## src/rtl/ram_arbiter_rr.sv

```systemverilog
// rtl/ram_arbiter_rr.sv - two-port round-robin arbiter in front of a simple dual-port RAM, with fill sweep
//
// Purpose:
//   Arbitrates single-beat read/write requests from requesters A and B onto one
//   RAM command interface (one command per cycle at most). An init pulse
//   starts a fill sweep that writes fill_val to every RAM location.
//
// Ports:
//   clk                 single clock (RAM wr_clk/rd_clk are tied to it)
//   clr                 synchronous active-high reset
//   init, fill_val      start a fill sweep / data written by the sweep
//   x_req/x_we/x_add/x_din  requester x access (held until x_gnt)
//   x_gnt               one-cycle grant pulse, cycle after arbitration
//   x_rvalid            read data for requester x valid on rd_data
//   rd_data             combinational copy of ram_d_out
//   busy                fill sweep in progress
//   ram_*               RAM command/data interface (registered commands)

module ram_arbiter_rr #(
  parameter int DW = 16,
  parameter int AW = 3
) (
  input  logic          clk,
  input  logic          clr,
  input  logic          init,
  input  logic [DW-1:0] fill_val,
  input  logic          a_req,
  input  logic          a_we,
  input  logic [AW-1:0] a_add,
  input  logic [DW-1:0] a_din,
  input  logic          b_req,
  input  logic          b_we,
  input  logic [AW-1:0] b_add,
  input  logic [DW-1:0] b_din,
  output logic          a_gnt,
  output logic          b_gnt,
  output logic          a_rvalid,
  output logic          b_rvalid,
  output logic [DW-1:0] rd_data,
  output logic          busy,
  output logic          ram_we,
  output logic          ram_re,
  output logic [AW-1:0] ram_wr_add,
  output logic [AW-1:0] ram_rd_add,
  output logic [DW-1:0] ram_d_in,
  input  logic [DW-1:0] ram_d_out
);

  typedef enum logic {ST_RUN, ST_INIT} state_t;

  state_t        state_q, state_d;
  logic [AW-1:0] cnt_q, cnt_d;
  logic          last_b_q, last_b_d;       // 1: B was granted last
  logic          rd_owner_b_q, rd_owner_b_d; // owner of the read command on the RAM
  logic          a_gnt_q, a_gnt_d;
  logic          b_gnt_q, b_gnt_d;
  logic          a_rvalid_q, a_rvalid_d;
  logic          b_rvalid_q, b_rvalid_d;
  logic          busy_q, busy_d;
  logic          ram_we_q, ram_we_d;
  logic          ram_re_q, ram_re_d;
  logic [AW-1:0] ram_wr_add_q, ram_wr_add_d;
  logic [AW-1:0] ram_rd_add_q, ram_rd_add_d;
  logic [DW-1:0] ram_d_in_q, ram_d_in_d;

  logic          a_elig, b_elig, pick_b, sel_we;
  logic [AW-1:0] sel_add;
  logic [DW-1:0] sel_din;

  // A requester whose grant pulse is still showing cannot win again at this edge,
  // which is what gives a lone requester one command every second cycle.
  assign a_elig = a_req && !a_gnt_q;
  assign b_elig = b_req && !b_gnt_q;

  always_comb begin
    state_d      = state_q;
    cnt_d        = cnt_q;
    last_b_d     = last_b_q;
    rd_owner_b_d = rd_owner_b_q;
    a_gnt_d      = 1'b0;
    b_gnt_d      = 1'b0;
    busy_d       = 1'b0;
    ram_we_d     = 1'b0;
    ram_re_d     = 1'b0;
    ram_wr_add_d = ram_wr_add_q;
    ram_rd_add_d = ram_rd_add_q;
    ram_d_in_d   = ram_d_in_q;
    // The RAM returns read data one edge after the read command, whatever the
    // FSM does meanwhile, so a read issued just before a sweep still completes.
    a_rvalid_d   = ram_re_q && !rd_owner_b_q;
    b_rvalid_d   = ram_re_q && rd_owner_b_q;

    pick_b  = b_elig && (!a_elig || !last_b_q);
    sel_we  = pick_b ? b_we  : a_we;
    sel_add = pick_b ? b_add : a_add;
    sel_din = pick_b ? b_din : a_din;

    case (state_q)
      ST_RUN: begin
        if (init) begin
          state_d      = ST_INIT;
          cnt_d        = '0;
          busy_d       = 1'b1;
          ram_we_d     = 1'b1;
          ram_wr_add_d = '0;
          ram_d_in_d   = fill_val;
        end else if (a_elig || b_elig) begin
          last_b_d = pick_b;
          a_gnt_d  = !pick_b;
          b_gnt_d  = pick_b;
          if (sel_we) begin
            ram_we_d     = 1'b1;
            ram_wr_add_d = sel_add;
            ram_d_in_d   = sel_din;
          end else begin
            ram_re_d     = 1'b1;
            ram_rd_add_d = sel_add;
            rd_owner_b_d = pick_b;
          end
        end
      end
      ST_INIT: begin
        // cnt_q is the address being written in the current cycle; init is ignored here.
        cnt_d = cnt_q + AW'(1);
        if (cnt_q == {AW{1'b1}}) begin
          state_d = ST_RUN;
        end else begin
          busy_d       = 1'b1;
          ram_we_d     = 1'b1;
          ram_wr_add_d = cnt_q + AW'(1);
          ram_d_in_d   = fill_val;
        end
      end
    endcase
  end

  always_ff @(posedge clk) begin
    if (clr) begin
      state_q      <= ST_RUN;
      cnt_q        <= '0;
      last_b_q     <= 1'b1;  // A wins the first tie after reset
      rd_owner_b_q <= 1'b0;
      a_gnt_q      <= 1'b0;
      b_gnt_q      <= 1'b0;
      a_rvalid_q   <= 1'b0;
      b_rvalid_q   <= 1'b0;
      busy_q       <= 1'b0;
      ram_we_q     <= 1'b0;
      ram_re_q     <= 1'b0;
      ram_wr_add_q <= '0;
      ram_rd_add_q <= '0;
      ram_d_in_q   <= '0;
    end else begin
      state_q      <= state_d;
      cnt_q        <= cnt_d;
      last_b_q     <= last_b_d;
      rd_owner_b_q <= rd_owner_b_d;
      a_gnt_q      <= a_gnt_d;
      b_gnt_q      <= b_gnt_d;
      a_rvalid_q   <= a_rvalid_d;
      b_rvalid_q   <= b_rvalid_d;
      busy_q       <= busy_d;
      ram_we_q     <= ram_we_d;
      ram_re_q     <= ram_re_d;
      ram_wr_add_q <= ram_wr_add_d;
      ram_rd_add_q <= ram_rd_add_d;
      ram_d_in_q   <= ram_d_in_d;
    end
  end

  assign a_gnt      = a_gnt_q;
  assign b_gnt      = b_gnt_q;
  assign a_rvalid   = a_rvalid_q;
  assign b_rvalid   = b_rvalid_q;
  assign busy       = busy_q;
  assign ram_we     = ram_we_q;
  assign ram_re     = ram_re_q;
  assign ram_wr_add = ram_wr_add_q;
  assign ram_rd_add = ram_rd_add_q;
  assign ram_d_in   = ram_d_in_q;
  assign rd_data    = ram_d_out;

endmodule

```

## config.mk

```make
export PLATFORM = sky130hd
export DESIGN_NAME = ram_arbiter_rr
export DESIGN_NICKNAME = d
export VERILOG_FILES = /design/src/rtl/ram_arbiter_rr.sv
export SDC_FILE = /design/constraint.sdc
export NUM_CORES = 1
export LEC_CHECK = 0
export CORE_MARGIN = 1
export CORE_UTILIZATION = 37
export DETAILED_ROUTE_END_ITERATION = 10
export PLACE_DENSITY = 0.85
export SYNTH_ARGS = -nofsm -noshare
export SYNTH_HDL_FRONTEND = slang
export SYNTH_SLANG_ARGS = --single-unit
export TNS_END_PERCENT = 50
```

## constraint.sdc

```tcl
create_clock -name clk -period 2.3 [get_ports clk]
set_input_delay 0.46 -clock clk [delete_from_list [all_inputs] [get_ports clk]]
set_output_delay 0.46 -clock clk [all_outputs]
set_load 0.05 [all_outputs]
```

After elaboration in Yosys (flattened, before gate mapping)
Cells that the tools add are included.

word-level totals
  flip-flop bits (word level) = 34
  bits of input ports = 77
  output and inout bits = 45
  word-level logic and storage cells = 63

cells by class
  add/subtract/negate cells = 1
  equal/unequal tests = 5
  multiplexer cells = 23
  bitwise operators = 4
  reduce and logical (&&, ||, !) cells = 17

operator list
  cell                                           count
  two-way mux 16 bit                             5
  one-hot mux 16 bit (2 select lines)            1
  two-way mux 3 bit                              6
  one-hot mux 3 bit (2 select lines)             2
  two-way mux 1 bit                              7
  zero test 1 bit                                6
  inequality test 3 bit (second input constant)  2
  AND reduction 3 bit                            2
  logical AND 1 bit                              5
  inequality test 2 bit (second input constant)  2
  NOT 1 bit                                      4
  one-hot mux 1 bit (2 select lines)             2
  AND reduction 4 bit                            1
  OR reduction 4 bit                             1
  adder 3 x 1 -> 3 bit (second input constant)   1
  equality test 3 bit (second input constant)    1
  logical OR 1 bit                               2

Depth between registers and ports, before layout
Gate-level depths: netlist of the first run.

  word-level depth = 10
  gate-level depth with buffers = 8
  gate-level depth less buffers = 6

Least setup slack after synthesis of the first run
No wires, ideal clock.

  kind = register to register
  start = reg, netlist name busy
  end = reg ram_wr_add_q[1] (netlist: ram_wr_add[1])
  setup time = 0.086 ns
  arrival time = 1.779 ns
  required time = 2.214 ns
  setup slack = 0.435 ns
  stages on the path, launching flop included = 7
  path buffers = 2
  period minus slack after synthesis = 1.865 ns
  path through = dfxtp_1 buf_2 a311o_1 a21oi_2 or2_1 buf_4 a221oi_2

RTL lines
  what                  line  text
  end signal, assigned  165   ram_wr_add_q <= ram_wr_add_d;
  end, declared         62    logic [AW-1:0] ram_wr_add_q, ram_wr_add_d;

Worst setup path in the final report of the first run
  start = in a_req
  end = reg ram_rd_add_q[2] (netlist: ram_rd_add[2])

between the ends
  longest elaborated chain between the ends = 7
  elaborated cells between the ends (all ways) = 9
  classes of those cells = 2 x mux; 1 x bitwise; 6 x reduce/logical

ends and longest elaborated chain
  what                           line  text
  start, declared                27    input logic a_req,
  logical AND 1 bit (*)          72    assign a_elig = a_req && !a_gnt_q;
  zero test 1 bit                93    pick_b = b_elig && (!a_elig || !last_b_q);
  logical OR 1 bit               93
  logical AND 1 bit              93
  two-way mux 1 bit              94    sel_we = pick_b ? b_we : a_we;
  NOT 1 bit (no line)            -
  AND reduction 4 bit (no line)  -
  end signal, assigned           166   ram_rd_add_q <= ram_rd_add_d;
  end, declared                  63    logic [AW-1:0] ram_rd_add_q, ram_rd_add_d;

Mark *: on every way between the ends. The rest lies on a longest branch, timed or not.
A chain may end at the register's enable or synchronous reset.

==> flow_summary.ini, run 1 <==
[critical_path]
cp.required_ns = 2.47
cp-end-kind = register
worstSetupPathType = in -> reg
worstSetupStartpointType = input port
cp_max_fo = 5
cp_top_family = compound AO/OA/AOI/OAI gates
worstPathArrival_ns = 2.15
max_stage_delay_ns = 0.53
crit_chain = clkdlybuf4s50_1, nand3b_4, a311o_1, a211oi_4, mux2i_1, nor2_1
crit_buf_inv = 1
crit_slowest_cell = clkdlybuf4s50_1

[routing]
vias = 1946
wirelength_mm = 5.16
firstDrtPassIters = 4
first_iter_violations = 59
via_per_inst = 5.02
ant_nets = 0
drt-wirelength-per-cell_um = 13.3
drc = 0

[floorplanning]
fp.dieW_um = 74.6
io_pins = 122
dieHeight_um = 74.6
initial_utilization_pct = 38.4
num_rows = 26
die-area_mm2 = 0.00556
coreArea_mm2 = 0.00507

[power_and_ir_drop]
ir_drop_mv = 0.339
p_int_mw = 1.16
power.density_mw_per_mm2 = 596
p_leak_nw = 1.11
power_frac_seq_pct = 38.4
clkPwrFrac_pct = 26.4
p_switching_mw = 0.582
swShare_pct = 33.5
combPwrFrac_pct = 35.2

[global_route]
grt_pass1_vias = 1785
gr-usage-all-layers_pct = 19.0
gr-total-overflow = 0
grt_max_degree = 30
antenna_found_initial = 0
grt_pass1_wl_mm = 8.10

[clock_tree]
cts_max_level = 2
holdBufCountCts = 0
cts_tree = built
clkLatencyLatePin_ns = 0.29
cts_resized = 0
post_cts_buffers = 0
cts_num_sinks = 34
cts_buffers = 5
clkSlewWorstSetupHoldPaths_ns = 0.07
root_buffer = clkbuf_8
clk_path_buf_depth = 2

[flow_run]
maxCapViolCount = 0

[placed_design]
dp_hpwl_mm = 3.90
gp_congestion = 0.736
port_buffers = 89

[synthesis]
synth_area_mm2 = 0.00195
synthesis.nets = 322
synth_area_per_cell_um2 = 8.02
synthCells = 243
ys_warn_count = 0
synth_cell_types = 34
synth_seq_cells = 34
ys_seq_area_share_pct = 34.9

[timing]
whs_ns = 0.458
rsz0062_at_grt = no
finalHoldViolCount = 0
finalSetupTns_ns = 0
relSlewSlack_pct = 65.1
slew_viol_final = 0
setup_viol = 0
tightest_slew_ns = 0.522
finalCritPeriodShare_pct = 86.2
finalCriticalPeriod_ns = 1.98
finClkSkew_ns = 0.00821
fmax_ghz = 0.505

[final_layout]
diodes = 0
mostFrequentLayoutCells = 87 x clkdlybuf4s50_1, 37 x nand2_1, 34 x dfxtp_1
register_area_um2 = 681
area_delta_synth_final_pct = 49.6
multi_input_area_mm2 = 0.00103
drive_gt1_share_pct = 11.9
final_common_cell = clkdlybuf4s50_1
nNetsFinal = 396
fill_cells = 447

[status]
status = finished, final reports clean

[min_path]
hp-class = reg -> reg
[path summary, 6_finish.rpt]
path	from	endpoint	slack, ns	cells after the start
max	a_req	ram_rd_add[2]	0.32	6
min	ram_wr_add[0]	ram_wr_add[0]	0.46	2
max reg2reg	cnt_q[0]	ram_wr_add[2]	0.50	7
min reg2reg	ram_wr_add[0]	ram_wr_add[0]	0.46	2
[through the flow]
step,area (µm²),total power [mW],setup slack [ns],utilization (%),instances
after global routing,2910,1.83,0.219,57.4,388
after global placement,2820,1.29,0.0713,55.5,380
final,2910,1.74,0.318,57.4,388
after detailed placement,2820,1.30,0.00288,55.5,380
after CTS,2910,1.76,0.309,57.4,388
after floorplan,1950,1.11,0.435,-,243
[synth_stat cells]
cell       count  area share (%)
or2_2          2            0.64
a211oi_4       1             1.0
ha_1           2             1.3
buf_6          1            0.58
a221oi_2       3             2.3
and2_1         1            0.32
buf_1          1            0.19
or2_1          1            0.32
clkbuf_1       8             1.5
nand2_2        1            0.32
buf_2          8             2.1
inv_1          5            0.96
o21ai_1       10             2.6
a2111oi_0      1            0.45
o21ai_0       23             5.9
nand2b_1       1            0.32
mux2i_1        4             2.1
a311o_1       17             8.7
mux2_2         3             1.7
nand2_1       37             7.1
o21ba_1        1            0.51
nor2b_4        1            0.71
nor3_1         1            0.26
nor3b_1        1            0.39
and3b_1        1            0.45
a21oi_1        7             1.8
a22oi_1        2            0.77
nor2b_1       19             6.1
or4_1          1            0.39
a21oi_2        1            0.45
nand3b_4       1             1.0
nor2_1        25             4.8
buf_4         18             6.9
dfxtp_1       34              35
[power by group through the flow]
stage | clock network, mW | logic, mW | registers (mW)
floorplan | 0 | 0.281 | 0.834
global placement | 0 | 0.607 | 0.679
detailed placement | 0 | 0.616 | 0.680
CTS | 0.470 | 0.618 | 0.667
global route | 0.502 | 0.651 | 0.673
finish | 0.459 | 0.612 | 0.667
[state kept, by name (all words and copies together) (netlist names)]
signal,count
cnt_q,3
ram_wr_add,3
a_rvalid,1
b_rvalid,1
b_gnt,1
ram_we,1
rd_owner_b_q,1
busy,1
ram_d_in,16
a_gnt,1
ram_rd_add,3
last_b_q,1
ram_re,1
[worst min-delay path, stage by stage (launching register included)]
cell and delay (ns):
dfxtp_1 0.31, inv_1 0.06, a221oi_2 0.05
[area by class of cell]
class,instances,share of cell area (%)
Clock inverter,2,0.429
Clock buffer,6,2.83
Sequential cell,34,23.4
Inverter,5,0.644
Multi-Input combinational cell,168,35.4
Timing Repair Buffer,103,34.3
Tap cell,70,3.01
[layer usage]
layer	vias up	part of all wire, %	global-route usage, %
li1	966	-	-
met2	62	50	34.3
met1	911	42	22.4
met3	7	7.3	4.74
met4	0	0.95	4.82
met5	-	0	0
[cell families (layout without fill, tap and decap cells)]
logic type	after synthesis	count (layout)	share of synthesized area [%]
and+or+nand+nor	93	93	23.2
AOI/OAI and AO/OA	66	66	24.5
buffers and inverters	41	116	12.3
DFF	34	34	34.9
muxes	7	7	3.79
adders and majority gates	2	2	1.28
Power figures use the tool's default switching activity.
==> run 2, diff against run 1 <==
CORE_UTILIZATION = 40   (was 37)
DONT_BUFFER_PORTS = 1   (was unset)
PLACE_DENSITY = 0.58   (was 0.85)
REMOVE_ABC_BUFFERS = 1   (was unset)
==> run 2 against run 1 <==
- hold slack got worse by 0.20 ns
- power decreased by 15%
- register-to-register slack got worse by 0.08 ns
- clock skew decreased by 0.0040 ns
- critical endpoint is now ram_wr_add[0]
==> flow_summary.ini, run 2 (synthesis results as in run 1) <==
[routing]
via_per_inst = 5.78
ant_nets = 0
firstDrtPassIters = 4
vias = 1606
first_iter_violations = 123
drt-wirelength-per-cell_um = 17.4
wirelength_mm = 4.84
drc = 0

[timing]
rsz0062_at_grt = no
finalSetupTns_ns = 0
setup_viol = 0
finalCritPeriodShare_pct = 81.6
final.setup.worst_slack_ns = 0.424
finalHoldViolCount = 0
relSlewSlack_pct = 63.4
tightest_slew_ns = 0.548
slew_viol_final = 0
finalCriticalPeriod_ns = 1.88
fmax_ghz = 0.533
finClkSkew_ns = 0.00419

[final_layout]
drive_gt1_share_pct = 12.9
diodes = 0
final_common_cell = nand2_1
nNetsFinal = 303
area_delta_synth_final_pct = 0.706
design_area_mm2 = 0.00196
fill_cells = 499
mostFrequentLayoutCells = 37 x nand2_1, 34 x dfxtp_1, 24 x nor2_1
largest_reg_flops = 16
final_cell_count_no_fill = 278

[power_and_ir_drop]
power.density_mw_per_mm2 = 756
total_power_mw = 1.48
ir_drop_mv = 0.255
p_leak_nw = 0.746

[floorplanning]
io_pins = 122
dieHeight_um = 71.8
fp.dieW_um = 71.8
num_rows = 25
coreArea_mm2 = 0.00469
die-area_mm2 = 0.00515
initial_utilization_pct = 41.5

[global_route]
grt_pass1_vias = 1397
gr-total-overflow = 0
antenna_found_initial = 0
grt_max_degree = 50
grt_pass1_wl_mm = 7.35
gr-usage-all-layers_pct = 18.9

[flow_run]
maxCapViolCount = 0

[placed_design]
gp_congestion = 0.735
port_buffers = 0
place_ws_ns = 0.435
placed_area_mm2 = 0.00189
dp_hpwl_mm = 3.33
dp_cells = 271

[status]
status = finished, final reports clean

[clock_tree]
clkSlewWorstSetupHoldPaths_ns = 0.07
root_buffer = clkbuf_8
post_cts_buffers = 0
cts_tree = built
cts_num_sinks = 34
cts_max_level = 2
cts_resized = 0
cts_buffers = 5
clkLatencyLatePin_ns = 0.28
clk_path_buf_depth = 2
holdBufCountCts = 0

[critical_path]
crit_chain = ha_1, ha_1, mux2i_1, o21ba_1, or2_1, buf_12, a221oi_2
crit_buf_inv = 1
max_stage_delay_ns = 0.33
cp.required_ns = 2.50
worstPathArrival_ns = 2.08
worstSetupStartpointType = register
r2r_cells = 7
r2r-start = cnt_q[0]
cp_top_family = compound AO/OA/AOI/OAI gates
crit_slowest_cell = dfxtp_1
cp_max_fo = 12
cpMostUsedCell = ha_1
rr_endpoint = ram_wr_add[0]
reg2reg_setup_slack_ns = 0.42
worstSetupPathType = reg -> reg
cp-end-kind = register

[min_path]
min_to = ram_wr_add[2]
hp-start = clr
hold-path-cell-count = 1
hp-class = in -> reg
## run 2: per-layer routing
metal	global-route usage [%]	part of all wire, %
met1	25.7	45
met2	26.3	44
met4	7.19	1.2
met5	0	0
met3	7.88	9.6
## run 2: worst max path at each step
stage | from | end | slack, ns | cells after the start
detailed placement | cnt_q[0] | ram_wr_add[0] | 0.43 | 7
global route | cnt_q[0] | ram_wr_add[2] | 0.24 | 7
finish | cnt_q[0] | ram_wr_add[0] | 0.42 | 7
floorplan | busy | rd_owner_b_q | -0.18 | 4
global placement | cnt_q[0] | ram_wr_add[2] | 0.45 | 7
CTS | cnt_q[0] | ram_wr_add[0] | 0.41 | 7
## run 2: report_power, final
group,internal (mW),switching (mW)
clock,0.208,0.199
combinational,0.111,0.139
sequential,0.640,0.186
## run 2: through the flow
step | hold WS [ns] | utilization [%]
floorplan | 0.411 | -
global placement | 0.429 | 40.2
detailed placement | 0.434 | 40.2
CTS | 0.227 | 41.8
global route | 0.230 | 41.8
finish | 0.262 | 41.8
## run 2: cell type report
class / instances / area (µm²) / share of cell area, %
clock buffers: 7 / 76.3 / 3.89
multi-input cells: 168 / 1030 / 52.6
repair buffers: 10 / 87.6 / 4.46
inverters: 5 / 18.8 / 0.957
well taps: 54 / 67.6 / 3.44
flip-flops and latches: 34 / 681 / 34.7
==> run 3, diff against run 2 <==
PLACE_DENSITY = 0.6   (was 0.58)
clock period = 1.7 ns   (was 2.3 ns; I/O delays follow)
==> run 3 against run 2 <==
- the run now ends with DRC, setup timing left
- final area grew 11%
- cell count grew 3.2%
- via count grew 0.31%
- wire length shrank 2.0%
- setup slack lost 0.44 ns
- count of clock-buffer cells in the layout shrank 1
- flip-flop and latch count is the same
- register-to-register slack lost 0.44 ns
- fmax grew 9.4%
- die area is the same
- power grew 45%
- sequential power grew 36%
==> flow_summary.ini, run 3 (synthesis results as in run 1) <==
[status]
status = finished, violations left
violations = DRC, setup timing

[power_and_ir_drop]
p_leak_nw = 0.833
total_power_mw = 2.16
ir_drop_mv = 0.442
power.density_mw_per_mm2 = 994

[timing]
relSlewSlack_pct = 64.2
finalSetupTns_ns = -0.0146
finalCritPeriodShare_pct = 101
fmax_ghz = 0.583
finalHoldViolCount = 0
finClkSkew_ns = 0.00805
rsz0062_at_grt = yes
slew_viol_final = 0
final.setup.worst_slack_ns = -0.0146
setup_viol = 1
tightest_slew_ns = 0.536
finalCriticalPeriod_ns = 1.71

[critical_path]
r2r_cells = 7
reg2reg_setup_slack_ns = -0.01
cp_max_fo = 7
cp-end-kind = register
rr_endpoint = ram_wr_add[0]
worstSetupPathType = reg -> reg
worstSetupStartpointType = register
worstPathArrival_ns = 1.91
r2r-start = cnt_q[1]
cp.required_ns = 1.90
timing.critical_path.from = cnt_q[1]

[final_layout]
final_cell_count_no_fill = 287
diodes = 0
design_area_mm2 = 0.00217
area_delta_synth_final_pct = 11.3
final_common_cell = nand2_1
mostFrequentLayoutCells = 37 x nand2_1, 31 x dfxtp_1, 24 x nor2_1
largest_reg_flops = 16
drive_gt1_share_pct = 23.6
nNetsFinal = 311

[clock_tree]
clkSlewWorstSetupHoldPaths_ns = 0.07
root_buffer = clkbuf_8
holdBufCountCts = 0
cts_num_sinks = 34
clk_path_buf_depth = 2
clkLatencyLatePin_ns = 0.28
cts_max_level = 2
cts_tree = built
cts_buffers = 5

[min_path]
hold-path-cell-count = 1
min_to = ram_wr_add[2]
hp-start = clr
hp-class = in -> reg

[routing]
drc = 2
wirelength_mm = 4.75
wl_met3_um = 458
ant_nets = 0
met1_length_mm = 2.03
firstDrtPassIters = 7
first_iter_violations = 67
drt-wirelength-per-cell_um = 16.5
wl_met2_mm = 2.21
vias = 1611
via_per_inst = 5.61
top_layer = met4

[floorplanning]
dieHeight_um = 71.8
fp.dieW_um = 71.8
num_rows = 25
initial_utilization_pct = 41.5
coreArea_mm2 = 0.00469
die-area_mm2 = 0.00515
io_pins = 122

[global_route]
antenna_found_initial = 0
gr-total-overflow = 0
grt_max_degree = 50
gr-usage-all-layers_pct = 17.8
grt_pass1_vias = 1353
grt_pass1_wl_mm = 6.96

[placed_design]
port_buffers = 0
placed_area_mm2 = 0.00194
dp_cells = 276
place_ws_ns = -0.0427
gp_congestion = 0.726
dp_hpwl_mm = 3.35

[flow_run]
maxCapViolCount = 0
[run 3: cell types whose count changed in the layout (fill, tap and decap cells not counted), sizes merged]
cell / delta
clkinv: +1
clkbuf: -1
buf: +7
bufbuf: +1
clkinvlp: +1
[run 3: worst max path at each step]
stage                    endpoint  slack (ns)  cells after the start
floorplan            rd_owner_b_q       -0.78                      4
global route        ram_wr_add[0]       -0.09                      7
detailed placement  ram_wr_add[0]       -0.04                      7
global placement    ram_wr_add[2]        0.01                      7
finish              ram_wr_add[0]       -0.01                      7
CTS                 ram_wr_add[0]      -0.006                      7
[run 3: metrics by stage]
step                utilization (%)  hold slack (ns)
floorplan                         -            0.406
global placement               41.3            0.415
detailed placement             41.3            0.416
CTS                            44.7            0.105
global route                   46.2            0.113
finish                         46.2            0.147
[run 3: worst max-delay path: stages (launching register included)]
cell      delay [ns]
dfxtp_2         0.34
ha_4            0.16
ha_4            0.14
mux2i_1         0.15
o21ba_1         0.18
or2_4           0.25
buf_12          0.14
a221oi_4        0.27
[run 3: what timing repair did]
item	4_1_cts	5_1_grt
buffers inserted	2	0
gates resized for setup	11	14
hold endpoints to repair	0	0
pin swaps	6	7
cloned	1	0
setup endpoints to repair	3	21
[run 3: final cells by class]
type,count,area (µm²)
Tap cell,54,67.6
Sequential cell,34,684
Clock inverter,2,12.5
Clock buffer,6,82.6
Inverter,5,18.8
Multi-Input combinational cell,168,1110
Fill cell,460,2520
Timing Repair Buffer,18,193
[run 3: power by group]
part | leakage (nW) | internal (mW) | switching [mW]
Sequential | 0.281 | 0.866 | 0.250
Combinational | 0.505 | 0.209 | 0.208
Clock | 0.0472 | 0.325 | 0.297
Total | 0.833 | 1.40 | 0.755
[run 3: layer usage]
| layer | global-route usage, % | vias to the layer above |
|---|---|---|
| met1 | 22.7 | 738 |
| met5 | 0 | - |
| li1 | - | 800 |
| met2 | 26.1 | 68 |
| met3 | 9.14 | 5 |
| met4 | 5.88 | 0 |
==> patch (flow settings as in run 1) <==
Set the parameter `AW` to 2 (it was 3).
--- a/src/rtl/ram_arbiter_rr.sv
+++ b/src/rtl/ram_arbiter_rr.sv
@@ -18,7 +18,7 @@
 
 module ram_arbiter_rr #(
   parameter int DW = 16,
-  parameter int AW = 3
+  parameter int AW = 2
 ) (
   input  logic          clk,
   input  logic          clr,
Interface: changed (resized a_add, b_add, ram_rd_add and ram_wr_add); port bits go from 122 to 118. No check against the original RTL was run, so the function may have changed too.
==> patch against run 1 <==
  * Count of clock-buffer cells in the layout is the same
  * Via count shrank 12%
  * Routed wire length shrank 16%
  * Power shrank 10%
  * Synthesized area shrank 12%
  * Final cell count shrank 13%
  * Sequential share of layout area grew 0.27 points
  * Combinational power shrank 13%
  * Non-clock buffer count shrank 8
  * Fmax shrank 4.9%
  * First-iteration DRC count shrank 36%
  * Sequential cell count shrank 3
  * Final area shrank 9.9%
  * Critical path type is now register to output pin
  * Worst setup slack lost 100 ps
==> patch: results (changes against run 1) <==
Worst setup path
  – Critical path arrival: 1620 ps (-530 ps)
  – CP max stage delay: 880 ps (+350 ps)
  – Delay-heaviest family, CP: buffers and inverters
  – Worst Path Max Fanout: 9 (+4)

Cells and area
  – Bufs w/o clock: 95 (-7.8%)
  – Layout cells sized above 1: 14.4% (+2.5 points)
  – Final-layout non-clock buffer area share: 35.7% (+1.4 points)
  – # diodes: 0 (unchanged)
  – Signal inverters: 3 (-2)
  – Multi-input gate count: 148 (-12%)
  – Multi-input combinational area share: 34.4% (-0.98 points)
  – Layout clock area frac: 3.33% (+0.072 points)
  – Nets: 360 (-9.1%)
  – Fill count: 407 (-8.9%)
  – Seq area share: 23.6% (+0.27 points)

Clock tree
  – Clock Tree Buf Depth: 2 (unchanged)
  – Clk sinks: 31 (-8.8%)
  – Resize count post-CTS: 0 (unchanged)
  – Insertion delay to the later sink of the worst-skew pair: 270 ps (-20 ps)

Placement
  – GP Congestion: 0.753 (+2.4%)
  – DPL Wire Length: 3240 um (-17%)
  – Buffers added on ports: 85 (-4.5%)

Pwr
  – Leakage: 1.11 nW (-0.73%)
  – Peak VDD IR: 0.276 mV (-19%)

GRT
  – Largest net degree at the start of global routing: 32 (+6.7%)
  – Met3 usage: 6.64% (+1.9 points)
  – Vias in the first global route: 1635 (-8.4%)
  – Busiest grt layer: met2
  – Met2 usage: 31.0% (-3.4 points)
  – First-pass GRT wire length: 7000 um (-14%)
  – Met1 Use GR: 19.8% (-2.6 points)
  – GRT Overall Usage: 17.6% (-1.4 points)

Route
  – Met2 routed WL: 2060 um (-19%)
  – Vias per cell: 5.09 (+1.4%)
  – Wl on met1: 1840 um (-15%)
  – DRT Pass-1 Iters: 4 (unchanged)
  – DRT Wirelength: 4320 um (-16%)
  – Number of DRC markers in iteration 0: 38 (-36%)
  – Routed length on met3: 381 um (+0.79%)

STA
  – Worst relative slew slack: 64.3% (-0.75 points)
  – Clk_skew: 5.15 ps (-3.05 ps)

Yosys
  – Most frequent cells after synthesis: nand2_1 (54), dfxtp_1 (31), o21ai_0 (19)
  – Seq/Total Area, Yosys: 36.2% (+1.2 points)
  – Post-Synth Adder-Cell Area: 0.729% (-0.56 points)
  – Compound-cell area share of the yosys netlist: 19.6% (-4.9 points)
  – Post-synthesis mux area share: 11.3% (+7.5 points)
  – Syn Nets: 287 (-11%)
  – Synth area leaders: dfxtp_1 (36%), nand2_1 (12%), mux2i_1 (11%)

Run status
  – Status: completed
-- patch: path summary, 6_finish.rpt --
path | depth (start not counted) | slack (ps) | start | to
max reg2reg | 6 | 580 | a_gnt | ram_d_in[11]
min | 1 | 440 | rd_owner_b_q | a_rvalid
min reg2reg | 1 | 440 | rd_owner_b_q | a_rvalid
max | 1 | 220 | busy | busy
-- patch: power by group --
| part | switching [mW] | internal [mW] |
|---|---|---|
| Combinational | 0.284 | 0.246 |
| Sequential | 0.0242 | 0.581 |
| Clock | 0.186 | 0.234 |
| Total | 0.495 | 1.06 |
-- patch: per-stage QoR --
stage          setup WS (ps)  instance area, um^2  instances  hold slack, ps
3_3_place_gp             113                 2540        329             434
5_1_grt                  152                 2630        336             458
2_1_floorplan            285                 1720        211             412
4_1_cts                  191                 2630        336             444
6_report                 215                 2630        336             440
3_5_place_dp            32.5                 2540        329             431
